$ cat config.mk
export PLATFORM = sky130hd
export DESIGN_NAME = cla_seq_adder
export DESIGN_NICKNAME = d
export VERILOG_FILES = /design/src/rtl/cla_seq_pkg.sv /design/src/rtl/cla.sv /design/src/rtl/cla_seq_adder.sv
export SDC_FILE = /design/constraint.sdc
export NUM_CORES = 1
export LEC_CHECK = 0
export CORE_MARGIN = 2
export CORE_UTILIZATION = 50
export DETAILED_ROUTE_END_ITERATION = 8
export PLACE_DENSITY = 0.76
export SYNTH_ARGS = -nofsm -noshare
export SYNTH_HDL_FRONTEND = slang
export SYNTH_SLANG_ARGS = --single-unit
$ cat constraint.sdc
create_clock -name clk -period 3.07 [get_ports clk]
set_input_delay 0.921 -clock clk [delete_from_list [all_inputs] [get_ports clk]]
set_output_delay 0.921 -clock clk [all_outputs]
set_load 0.03 [all_outputs]
$ cat src/rtl/cla_seq_pkg.sv
// cla_seq_pkg: shared constants and FSM state type for the nibble-serial adder
package cla_seq_pkg;
    localparam int NIBBLE_W = 4;

    typedef enum logic [1:0] {
        IDLE = 2'b00,
        RUN  = 2'b01,
        DONE = 2'b10
    } state_t;
endpackage

$ cat src/rtl/cla.sv
// cla: 4-bit carry-look-ahead adder slice
module cla (
    input  logic [3:0] a,
    input  logic [3:0] b,
    input  logic       c0,
    output logic [3:0] s,
    output logic       c
);
    logic [3:0] g;
    logic [3:0] p;
    logic [4:0] cy;

    assign g = a & b;
    assign p = a ^ b;
    assign cy[0] = c0;
    assign cy[1] = g[0] | (p[0] & c0);
    assign cy[2] = g[1] | (p[1] & g[0]) | (p[1] & p[0] & c0);
    assign cy[3] = g[2] | (p[2] & g[1]) | (p[2] & p[1] & g[0]) | (p[2] & p[1] & p[0] & c0);
    assign cy[4] = g[3] | (p[3] & g[2]) | (p[3] & p[2] & g[1]) | (p[3] & p[2] & p[1] & g[0])
                 | (p[3] & p[2] & p[1] & p[0] & c0);
    assign s = p ^ cy[3:0];
    assign c = cy[4];
endmodule

$ cat src/rtl/cla_seq_adder.sv
// cla_seq_adder: wide adder that time-shares one 4-bit CLA across operand nibbles
module cla_seq_adder
    import cla_seq_pkg::*;
#(
    parameter int NIBBLES = 4
) (
    input  logic                         clk,
    input  logic                         rst,
    input  logic                         start_valid,
    output logic                         start_ready,
    input  logic [NIBBLE_W*NIBBLES-1:0]  a,
    input  logic [NIBBLE_W*NIBBLES-1:0]  b,
    input  logic                         cin,
    output logic [NIBBLE_W*NIBBLES-1:0]  sum,
    output logic                         cout,
    output logic                         done,
    output logic                         busy
);
    localparam int W  = NIBBLE_W * NIBBLES;
    localparam int IW = (NIBBLES > 1) ? $clog2(NIBBLES) : 1;

    state_t        state;
    logic [IW-1:0] idx;
    logic          carry;
    logic [W-1:0]  a_reg;
    logic [W-1:0]  b_reg;
    logic [IW+1:0] sh;
    logic [3:0]    a_nib;
    logic [3:0]    b_nib;
    logic [3:0]    s;
    logic          c;
    logic          last;

    // bit offset of the current nibble is idx*4
    assign sh    = {idx, 2'b00};
    assign a_nib = 4'(a_reg >> sh);
    assign b_nib = 4'(b_reg >> sh);
    assign last  = idx == IW'(NIBBLES - 1);

    assign start_ready = state == IDLE;
    assign busy        = (state == RUN) || (state == DONE);

    cla u_cla (
        .a  (a_nib),
        .b  (b_nib),
        .c0 (carry),
        .s  (s),
        .c  (c)
    );

    // sequencer: capture operands on accept, fold one nibble per RUN cycle, pulse done
    always_ff @(posedge clk) begin
        if (rst) begin
            state <= IDLE;
            idx   <= '0;
            carry <= 1'b0;
            a_reg <= '0;
            b_reg <= '0;
            sum   <= '0;
            cout  <= 1'b0;
            done  <= 1'b0;
        end else begin
            done <= 1'b0;
            case (state)
                IDLE: if (start_valid) begin
                    a_reg <= a;
                    b_reg <= b;
                    carry <= cin;
                    idx   <= '0;
                    state <= RUN;
                end
                RUN: begin
                    sum   <= (sum & ~(W'(4'hF) << sh)) | (W'(s) << sh);
                    carry <= c;
                    idx   <= idx + 1'b1;
                    if (last) begin
                        cout  <= c;
                        done  <= 1'b1;
                        state <= DONE;
                    end
                end
                default: state <= IDLE;
            endcase
        end
    end
endmodule

# == After elaboration in Yosys (flattened, before gate mapping) ==
# Index checks and enable logic that the tools add are counted.
# totals
input_bits,36
output_inout_bits,20
latch_bits,0
reg_bits,55
wordCells,67
memories,0
ram_bits,0
mem_bits_ro,0
# op_classes
bitwise_logic,33
addsub,1
shift,4
div_mod_pow,0
n_eq_ne,5
n_mul,0
n_reduce_logical,8
order_cmp,0
muxes,8
# op_table
op,n
16-bit by 4-bit >> shifter with 4-bit output,2
1-bit bitwise AND,16
16-bit bitwise AND,1
16-bit inverter,1
16-bit bitwise OR,1
4-bit by 4-bit left shift with 16-bit output,1
"4-bit by 4-bit left shift with 16-bit output, first input constant",1
1-bit bitwise OR,10
2-bit case mux with 2 select lines,2
2-bit AND reduction,4
4-bit XOR,2
2-bit two-way mux,3
4-bit bitwise AND,1
"2-bit equality test, second input constant",2
"2-bit inequality test, second input constant",2
"2-bit by 1-bit adder with 2-bit output, second input constant",1
"2-bit by 1-bit equality test with 1-bit output, second input constant",1
2-bit zero test,1
1-bit two-way mux,2
1-bit case mux with 2 select lines,1
2-bit nonzero test,1
2-bit OR reduction,1
1-bit logical OR,1
1-bit inverter,1

# == Depth between registers and ports, before layout ==
# depth
ltp_word,9
ltp_mapped,8
depth_no_buf,6

# == Modules after synthesis ==
# From an unflattened synthesis, not the netlist that was laid out.
# hier_totals
cells_unflattened,269
area_unflattened_um2,2442.3
# modules_own_cells
mod,instances,area_each_um2,cells_each,seq_area_each_um2
cla_seq_adder,1,2294.7,252,1101.1
cla,1,147.6,17,0.0

# == Least setup slack after synthesis ==
# OpenSTA, ideal clock, no wires.
# synth_path
path_type,register -> register
start,register idx[0]
end,register sum[3]
setup_ps,129
arrival_time_ps,2179
path_buffers,2
setup_slack_ps,762
t_required_ps,2941
path_stages_with_launch,9
path_cell_list,dfxtp_1 buf_6 buf_8 mux4_1 ha_1 a41oi_1 o21ai_2 xnor2_1 o31ai_1
# synth_via
elab_chain_len,9
# synth_lines
element,line_no,text
start: declaration,cla_seq_adder.sv:23,logic [IW-1:0] idx;
start signal: assignment,cla_seq_adder.sv:75,idx <= idx + 1'b1;
"16-bit by 4-bit >> shifter with 4-bit output, on equally long branches","cla_seq_adder.sv:36, cla_seq_adder.sv:37",
4-bit XOR / 4-bit bitwise AND (equally long branches),"cla.sv:14, cla.sv:13",
1-bit bitwise AND,cla.sv:18,assign cy[3] = g[2] | (p[2] & g[1]) | (p[2] & p[1] & g[0]) | (p[2] & p[1] & p[0] & c0);
1-bit bitwise OR / 1-bit bitwise AND (equally long branches) (2 in a row),cla.sv:18,
1-bit bitwise OR,cla.sv:18,
4-bit XOR,cla.sv:21,assign s = p ^ cy[3:0];
4-bit by 4-bit left shift with 16-bit output,cla_seq_adder.sv:73,sum <= (sum & ~(W'(4'hF) << sh)) | (W'(s) << sh);
16-bit bitwise OR *,cla_seq_adder.sv:73,
end signal: assignment,cla_seq_adder.sv:73,
end: declaration,cla_seq_adder.sv:14,"output logic [NIBBLE_W*NIBBLES-1:0] sum,"
# Mark *: on every way between the ends. The rest lies on a longest branch, timed or not.
# A chain may end at the register's enable or synchronous reset.

# == Final worst setup path ==
# layout_path
start,register state[1]
end,output port start_ready
# layout_via
elab_chain_len,1
# layout_lines
element,line_no,text
start: declaration,cla_seq_adder.sv:22,state_t state;
start signal: assignment,cla_seq_adder.sv:54,state <= IDLE;
start signal: assignment,cla_seq_adder.sv:70,state <= RUN;
start signal: assignment,cla_seq_adder.sv:79,state <= DONE;
2-bit zero test,cla_seq_adder.sv:40,assign start_ready = state == IDLE;
end: declaration,cla_seq_adder.sv:10,"output logic start_ready,"
# No other way between the ends.

==> out/qor.csv <==
metric,value,unit
timing.setup.critical_path_class,flip-flop to output port,
end_kind,output port,
final.fill_count,402,
core_area,4755,µm²
syn2layout_area_growth,26.29,%
placementRows,25,
globalRouteTotalUtil,19.90,%
cap_viol_max_count,0,
share_clk_of_total_power,27.0,%
clock-skew-final,0.003274,ns
cts_root_buf,clkbuf_8,
synth.avg_cell_area,9.050,µm²
drt_iter0_markers,115,
yosys_warnings,0,
post-route-drc-count,0,
critPathMaxFanout,7,
tritoncts_clock_tree,done,
switching_power,391.4,µW
totalWireLength,5082,µm
critical-path-top-delay-family,buffers and inverters,
wire_per_inst,12.93,µm
synth-seq-area-share,44.24,%
synth_top_area_share,44.24,%
worst_setup_path_start_kind,flip-flop,
slew_viol_final,0,
cp_data_arrival_time,1.69,ns
worstPathRequired,2.15,ns
vias,2104,
final_cell_count_no_fill,393,
synth-seq-cells,55,
power_switching_share,27.46,%
peak_freq,382.4,MHz
htree_num_levels,2,
cts_max_path_buffers,2,
io_pins,56,
cts.sinks,55,
global_route_congestion_overflow_total,0,
port_buffers,55,
grt_pass1_wl,8714,µm
mappedNetlistArea,2489,µm²
worst-path-buf-inv,2,
hold-worst-slack,0.4592,ns
final.setup.tns,0,ns
hold_viol,0,
max_stage_delay,0.71,ns
worst_slew_pin_slew,0.4892,ns
post_synth_num_cell_types,41,
post-synth-top-area-cell,dfxtp_1,
hp-class,flip-flop to flip-flop,
power_per_cell_area,453.6,nW/µm²
critPathSlowestCell,clkdlybuf4s50_1,
multi_input_area,1247,µm²
max_slew_margin,67.39,%
synth-async-reset-ratio,0,%
clk_pin_slew_worst_paths,0.09,ns
vdd_drop_max,0.3021,mV
clock_latency,0.30,ns
post_cts_resized,0,
antenna_found_initial,0,
grt_start_max_net_pins,37,
layout_min_cycle_time,2.615,ns
hpwl,3818,µm
sequentialPowerShare,54.4,%
power.leakage,0.001187,µW
cts_hold_buffers,0,
ys_top_cells_by_area,"dfxtp_1 44%, nand2_1 11%, a21oi_1 7.4%",
placedCellCount,385,
finish.net_count,373,
numCtsBuffers,5,
place.gp.congestion,0.8306,
netlist_instances,275,
sequential_cell_area,1101,µm²
setup_viol_count_final,0,
drt_pass1_iterations,4,
outcome,"complete, no violations",
cts_setup_buffers,0,
synth_top_flop_cell,dfxtp_1,
fp.dieArea,5558,µm²
synth_edf_count,0,
antenna-diode-count,0,
power.share.combinational,18.7,%
synthesis.nets,323,
antenna_violating_nets_post_route,0,
grt_setup_unrepaired,no,
route.detailed.vias_per_inst,5.354,
die_height,74.55,µm
final_period_utilization,85.17,%
crit_path_cell_trace,inv_1 -> ha_1 -> clkdlybuf4s50_1,
power_report.internal_total,1034,µW
die_x,74.55,µm
start_util,52.34,%
first_global_vias,2002,
final_layout_size_suffix_gt1_share,7.362,%
-- per-stage QoR --
| step | power, µW | area (µm²) | util, % | setup slack, ns |
|---|---|---|---|---|
| finish | 1426 | 3143 | 66.11 | 0.4552 |
| global route | 1490 | 3143 | 66.11 | 0.3334 |
| CTS | 1432 | 3143 | 66.11 | 0.4456 |
| detailed placement | 1059 | 3058 | 64.32 | 0.5471 |
| global placement | 1055 | 3058 | 64.32 | 0.6317 |
| floorplan | 965.8 | 2489 | - | 0.7617 |
-- layer usage --
layer  vias up  global-route usage, %  part of all wire, %
li1       1065                      -                    -
met2        62                  33.24                   48
met5         -                      0                    0
met4         0                  7.341                  2.1
met1       964                  25.60                   45
met3        13                  3.930                  4.7
-- synthesized netlist by cell type, types with 2 or more instances --
master,n
nor2_1,11
mux4_1,3
mux4_2,5
buf_6,3
o31ai_1,3
nand2_1,71
nand3_1,10
and2_1,2
and3_1,2
a22oi_1,9
a21oi_1,37
buf_2,7
ha_1,11
nand2b_1,2
dfxtp_1,55
o311ai_1,3
inv_1,8
nand4_1,4
clkbuf_1,7
-- layout by cell type (no fill, tap or decap), types with 4 or more instances in the layout --
cell type and count:
nor2_1 11, clkdlybuf4s50_1 55, inv_1 8, nand2_1 71, clkbuf_8 5, buf_4 6
nand3_1 10, ha_1 11, dfxtp_1 55, nand4_1 4, mux4_2 5, a22oi_1 9
a21oi_1 37
-- worst paths after layout --
kind | startpoint | to | slack, ns | cells past startpoint
setup / recovery | state[1] | start_ready | 0.46 | 3
hold / removal | a_reg[3] | a_reg[3] | 0.46 | 2
setup reg to reg | idx[0] | sum[3] | 0.51 | 6
hold reg to reg | a_reg[3] | a_reg[3] | 0.46 | 2
-- logic make-up after synthesis --
kind of cell	synth area share, %
AO/OA/AOI/OAI	16.79
XOR/XNOR	0.7040
adder cells (fa/ha/maj)	6.335
buffers and inverters	5.631
flip-flops	44.24
multiplexers	7.693
AND/OR/NAND/NOR	18.60
-- tightest hold or removal path: cells and delay by family, from the launching register on --
kind            cells  cell delay, ns
simple gates        1            0.05
compound gates      1            0.05
flops               1            0.32
-- power by group through the flow --
stage          Combinational, µW  Clock (µW)  Sequential (µW)
4_1_cts                      267         389              776
2_1_floorplan                175           0              791
6_report                     266         384              775
3_5_place_dp                 266           0              792
3_3_place_gp                 263           0              792
5_1_grt                      297         412              781
-- cell type report --
type | count | area share (%)
multi-input combinational | 194 | 39.69
sequential | 55 | 35.03
timing repair buffer | 61 | 18.95
tap | 67 | 2.667
clock buffer | 6 | 2.309
inverter | 8 | 0.9554
clock inverter | 2 | 0.3981
Note: power is estimated with default switching activity, not from simulation.
